### src/rtl/sbox_share_arbiter.sv
// Shares one registered 256x8 AES S-box between NUM_REQ word requesters, one byte per cycle.
// Define SBOX_ARB_FIXED_PRIO_EN for fixed priority (lowest index wins) instead of round-robin.
module sbox_share_arbiter #(
  parameter int NUM_REQ = 2,
  parameter int ID_W    = 1,
  parameter int BYTES   = 4
) (
  input  logic                       clk,
  input  logic                       rst_n,
  input  logic [NUM_REQ-1:0]         req,
  input  logic [NUM_REQ*8*BYTES-1:0] req_word,
  output logic [NUM_REQ-1:0]         gnt,
  output logic                       busy,
  output logic [7:0]                 sbox_addr,
  input  logic [7:0]                 sbox_data,
  output logic                       rsp_valid,
  output logic [ID_W-1:0]            rsp_id,
  output logic [8*BYTES-1:0]         rsp_word
);

  localparam int WORD_W = 8 * BYTES;
  localparam int CNT_W  = (BYTES > 1) ? $clog2(BYTES) : 1;

  typedef enum logic [1:0] {
    IDLE,
    ISSUE,
    DRAIN
  } state_t;

  state_t             state, state_next;
  logic [CNT_W-1:0]   cnt;
  logic [WORD_W-1:0]  word_q;
  logic [WORD_W-1:0]  result_q;
  logic [WORD_W-1:0]  assembled;
  logic [ID_W-1:0]    id_q;
  logic [ID_W-1:0]    win_id;
  logic [NUM_REQ-1:0] win_onehot;
  logic               any_req;

`ifdef SBOX_ARB_FIXED_PRIO_EN
  always_comb begin
    win_id     = '0;
    win_onehot = '0;
    any_req    = 1'b0;
    for (int i = 0; i < NUM_REQ; i++) begin
      if (!any_req && req[i]) begin
        any_req       = 1'b1;
        win_id        = ID_W'(i);
        win_onehot[i] = 1'b1;
      end
    end
  end
`else
  logic [ID_W-1:0] ptr;
  int              idx;

  // Search from ptr upward, wrapping, so every requester gets a turn within NUM_REQ grants
  always_comb begin
    win_id     = '0;
    win_onehot = '0;
    any_req    = 1'b0;
    idx        = 0;
    for (int k = 0; k < NUM_REQ; k++) begin
      idx = int'(ptr) + k;
      if (idx >= NUM_REQ) idx = idx - NUM_REQ;
      if (!any_req && req[idx]) begin
        any_req         = 1'b1;
        win_id          = ID_W'(idx);
        win_onehot[idx] = 1'b1;
      end
    end
  end

  always_ff @(posedge clk or negedge rst_n) begin
    if (!rst_n) begin
      ptr <= '0;
    end else if (state == IDLE && any_req) begin
      ptr <= (int'(win_id) == NUM_REQ - 1) ? '0 : win_id + 1'b1;
    end
  end
`endif

  always_ff @(posedge clk or negedge rst_n) begin
    if (!rst_n) state <= IDLE;
    else        state <= state_next;
  end

  always_comb begin
    state_next = state;
    busy       = (state != IDLE);
    sbox_addr  = 8'h00;
    case (state)
      IDLE:  if (any_req) state_next = ISSUE;
      ISSUE: begin
        sbox_addr = word_q[int'(cnt)*8 +: 8];
        if (cnt == CNT_W'(BYTES - 1)) state_next = DRAIN;
      end
      DRAIN: state_next = IDLE;
      default: state_next = IDLE;
    endcase
  end

  // The last S-box byte arrives during DRAIN and goes straight into the response
  always_comb begin
    assembled = result_q;
    assembled[WORD_W-1 -: 8] = sbox_data;
  end

  always_ff @(posedge clk or negedge rst_n) begin
    if (!rst_n) begin
      gnt       <= '0;
      rsp_valid <= 1'b0;
      rsp_id    <= '0;
      rsp_word  <= '0;
      cnt       <= '0;
      word_q    <= '0;
      result_q  <= '0;
      id_q      <= '0;
    end else begin
      gnt       <= '0;
      rsp_valid <= 1'b0;
      case (state)
        IDLE: begin
          if (any_req) begin
            gnt    <= win_onehot;
            word_q <= req_word[int'(win_id)*WORD_W +: WORD_W];
            id_q   <= win_id;
            cnt    <= '0;
          end
        end
        ISSUE: begin
          if (cnt != '0) result_q[(int'(cnt)-1)*8 +: 8] <= sbox_data;
          cnt <= cnt + 1'b1;
        end
        DRAIN: begin
          rsp_valid <= 1'b1;
          rsp_id    <= id_q;
          rsp_word  <= assembled;
        end
        default: ;
      endcase
    end
  end

endmodule

### config.mk
export PLATFORM = sky130hd
export DESIGN_NAME = sbox_share_arbiter
export DESIGN_NICKNAME = d
export VERILOG_FILES = /design/src/rtl/sbox_share_arbiter.sv
export SDC_FILE = /design/constraint.sdc
export NUM_CORES = 1
export LEC_CHECK = 0
export BUFFER_PORTS_ARGS = -buffer_cell sky130_fd_sc_hd__buf_2
export CORE_MARGIN = 2
export CORE_UTILIZATION = 50
export CTS_CLUSTER_DIAMETER = 30
export CTS_CLUSTER_SIZE = 20
export DETAILED_ROUTE_END_ITERATION = 7
export GPL_TIMING_DRIVEN = 0
export HOLD_SLACK_MARGIN = 0.02
export PLACE_DENSITY = 0.77
export REMOVE_ABC_BUFFERS = 1
export SETUP_SLACK_MARGIN = 0.15
export SYNTH_ARGS = -nofsm -noshare
export SYNTH_HDL_FRONTEND = slang
export SYNTH_SLANG_ARGS = --single-unit
### constraint.sdc
create_clock -name clk -period 2.15 [get_ports clk]
set_input_delay 0.215 -clock clk [delete_from_list [all_inputs] [get_ports clk]]
set_output_delay 0.215 -clock clk [all_outputs]
set_load 0.1 [all_outputs]
==> results.md <==
- Status: complete, no violations
- Synth Flop Type: dfrtp_1
- Starting Density: 0.509
- Period utilization: 0.929
- Slowest CP cell: mux4_2
- Cts bufs inserted: 9
- Synth unique cells: 31
- First DRT Iteration DRCs: 85
- Arrival @ worst endpoint: 1.78 ns
- ANT nets after route: 0
- RSZ-0062 raised after global routing: yes
- Mapped cell area: 0.00440 mm^2
- Max-Cap Viols: 0
- Antenna violations before repair: 0
- CP startpoint kind: flop
- Layout cell share with drive strength beyond 1: 0.410
- TritonCTS Sinks: 98
- Row Count: 34
- HP Class: in -> reg
- Layout area overhead: 22.5%
- Vias: 3121
- Most frequent cells after synthesis: 98 x dfrtp_1, 32 x a221o_1, 32 x nand2_1, 32 x o21a_1, 22 x o31ai_1
- DP Cell Count: 545
- Synth Warn #: 0
- Non-Filler Instances: 567
- Final nets: 537
- Top Ports: 121
- Post-DP HPWL: 6.14 mm
- Routed len/inst: 16.3 um
- Total core area: 0.00864 mm^2
- Mean Syn Cell Area: 12.8 um^2
- Crit path max fanout: 6
- Top cells by area, synth: dfrtp_1 56%, a221o_1 7.3%, o21a_1 5.5%, mux2_2 5.1%, mux4_2 4.1%
- Die H: 97.8 um
- CTS tree: yes
- Global route overflow: 0
- Worst slew margin: 0.427
- Vias per cell: 5.50
- Seq/Total Area, Yosys: 0.557
- Ant diodes: 0
- # setup viols final: 0
- Buffer depth of the longest clock path: 2
- Final WL: 9.22 mm
- Global-route wire length before repair: 14.9 mm
- Crit end category: output pin
- CP top delay family: multiplexers
- Slowest stage delay, CP: 0.48 ns
- Root buf cell: clkbuf_8
- Total Routing Usage GR: 0.195
- #FFs+latches synth: 98
- Fill cell count: 699
- CP Buf/Inv Count: 2
- Worst-Skew Late Latency: 0.35 ns
- Pin count of the biggest net entering global routing: 73
- Mapped Cells: 345
- Port bufs: 120
- Cells along the critical path: buf_8, mux4_2, nor2b_1, buf_6
- H-tree depth: 3
- Area leader, netlist: dfrtp_1
- Critical path class: reg -> out
- Slew Viols, Final: 0
- Share of the synthesized area in the top cell type: 0.557
- Vias in the first global route: 3137
- Worst Tran Pin Value: 0.860 ns
- Worst Skew: 0.0144 ns
- First drt pass iteration count: 4
- Most common cell in the synthesized netlist: dfrtp_1
- Worst path required time: 1.93 ns
- Die area: 0.00956 mm^2
- GPL Wtd Cong: 0.723
- Final Util: 0.624
- Ys async rst share: 1.00
- Drc violations: 0
- Clock Pin Slew Worst Setup and Hold Paths: 0.10 ns
- EDFF count, synth: 0
- Die width: 97.8 um
- Min cycle time layout: 2.00 ns
- Final Hold Violating Endpoints: 0
- Maximum clock rate: 501 MHz
==> worst register-to-register path, stage by stage, from the launching register on <==
cell and delay, ns:
dfrtp_4 0.44, buf_8 0.14, inv_1 0.12, ha_1 0.28, nand4bb_2 0.52, o31ai_1 0.38
==> registers in the layout, summed over array words and instances (netlist names) <==
register / count
ptr: 1
result_q: 24
cnt: 2
rsp_valid: 1
rsp_word: 32
state: 2
id_q: 1
gnt: 2
word_q: 32
rsp_id: 1
==> cells by family (layout without fill, tap and decap cells) <==
kind of cell / after synthesis / after routing / share of synthesized area
XOR/XNOR: 1 / 1 / 0.00199
multiplexers: 34 / 34 / 0.108
buffers and inverters: 43 / 157 / 0.0563
AND/OR/NAND/NOR: 59 / 59 / 0.0688
flip-flops: 98 / 98 / 0.557
adder cells (fa/ha/maj): 7 / 7 / 0.0199
AO/OA/AOI/OAI: 103 / 103 / 0.188
==> placed cells by master (no fill, tap or decap), drive strengths merged <==
| cell type | n |
|---|---|
| xnor2 | 1 |
| inv | 14 |
| nand4 | 1 |
| o21ai | 11 |
| dlygate4sd3 | 1 |
| o211ai | 3 |
| or2b | 1 |
| nand3 | 3 |
| o21a | 32 |
| dfrtp | 98 |
| and3b | 1 |
| and3 | 2 |
| o31ai | 22 |
| a221o | 32 |
| nor2b | 8 |
| nor2 | 3 |
| nand4bb | 3 |
| nand2b | 4 |
| o22ai | 1 |
| buf | 127 |
| bufinv | 1 |
| ha | 7 |
| mux4 | 8 |
| nand2 | 32 |
| o41ai | 2 |
| clkinv | 3 |
| mux2 | 26 |
| clkbuf | 11 |
| nor3b | 1 |
==> worst paths after layout <==
kind	cells past startpoint	slack [ns]	from	end
max in group asynchronous	3	1.13	rst_n	cnt[1]
worst max-delay path	4	0.15	cnt[0]	sbox_addr[7]
worst max register to register	5	0.18	cnt[0]	result_q[3]
worst min register to register	2	0.48	result_q[12]	result_q[12]
min in group asynchronous	2	0.32	rst_n	rsp_id
worst min-delay path	2	0.08	req_word[44]	word_q[12]
==> routing by layer <==
| layer | global-route usage | wire length [um] | vias to the layer above |
|---|---|---|---|
| met5 | 0 | 0 | - |
| met4 | 0.0417 | 74 | 0 |
| met3 | 0.0565 | 621 | 6 |
| met2 | 0.347 | 4570 | 113 |
| met1 | 0.239 | 3960 | 1507 |
| li1 | - | - | 1495 |
==> metrics by stage <==
| stage | hold WS (ns) | TNS (ns) | cell area [um^2] | worst slack, ns |
|---|---|---|---|---|
| after global placement | 0.444 | -23.37 | 4940 | -0.637 |
| after global routing | 0.0627 | 0 | 5390 | 0.0606 |
| after detailed placement | 0.163 | -13.81 | 5000 | -0.680 |
| after CTS | 0.0706 | 0 | 5300 | 0.0553 |
| final | 0.0815 | 0 | 5390 | 0.153 |
| after floorplan | -0.0806 | -4.08 | 4200 | -0.496 |
==> final cells by class <==
| type | instances | area (um^2) | area share |
|---|---|---|---|
| Sequential cell | 98 | 2460 | 0.457 |
| Multi-Input combinational cell | 204 | 1760 | 0.327 |
| Timing Repair Buffer | 128 | 778 | 0.144 |
| Clock buffer | 11 | 141 | 0.0262 |
| Tap cell | 108 | 135 | 0.0251 |
| Clock inverter | 5 | 61.3 | 0.0114 |
| Inverter | 13 | 51.3 | 0.00952 |
==> repair_timing <==
item / 4_1_cts / 5_1_grt
endpoints found under the hold margin: 26 / 0
pin swaps: 0 / 2
endpoints found under the setup margin: 60 / 33
gates resized for setup: 22 / 20
hold buffers: 1 / 0
buffers inserted: 4 / 1
Power is not shown: default switching activity piles up to over one toggle a cycle in this logic, so the estimate is an artifact.
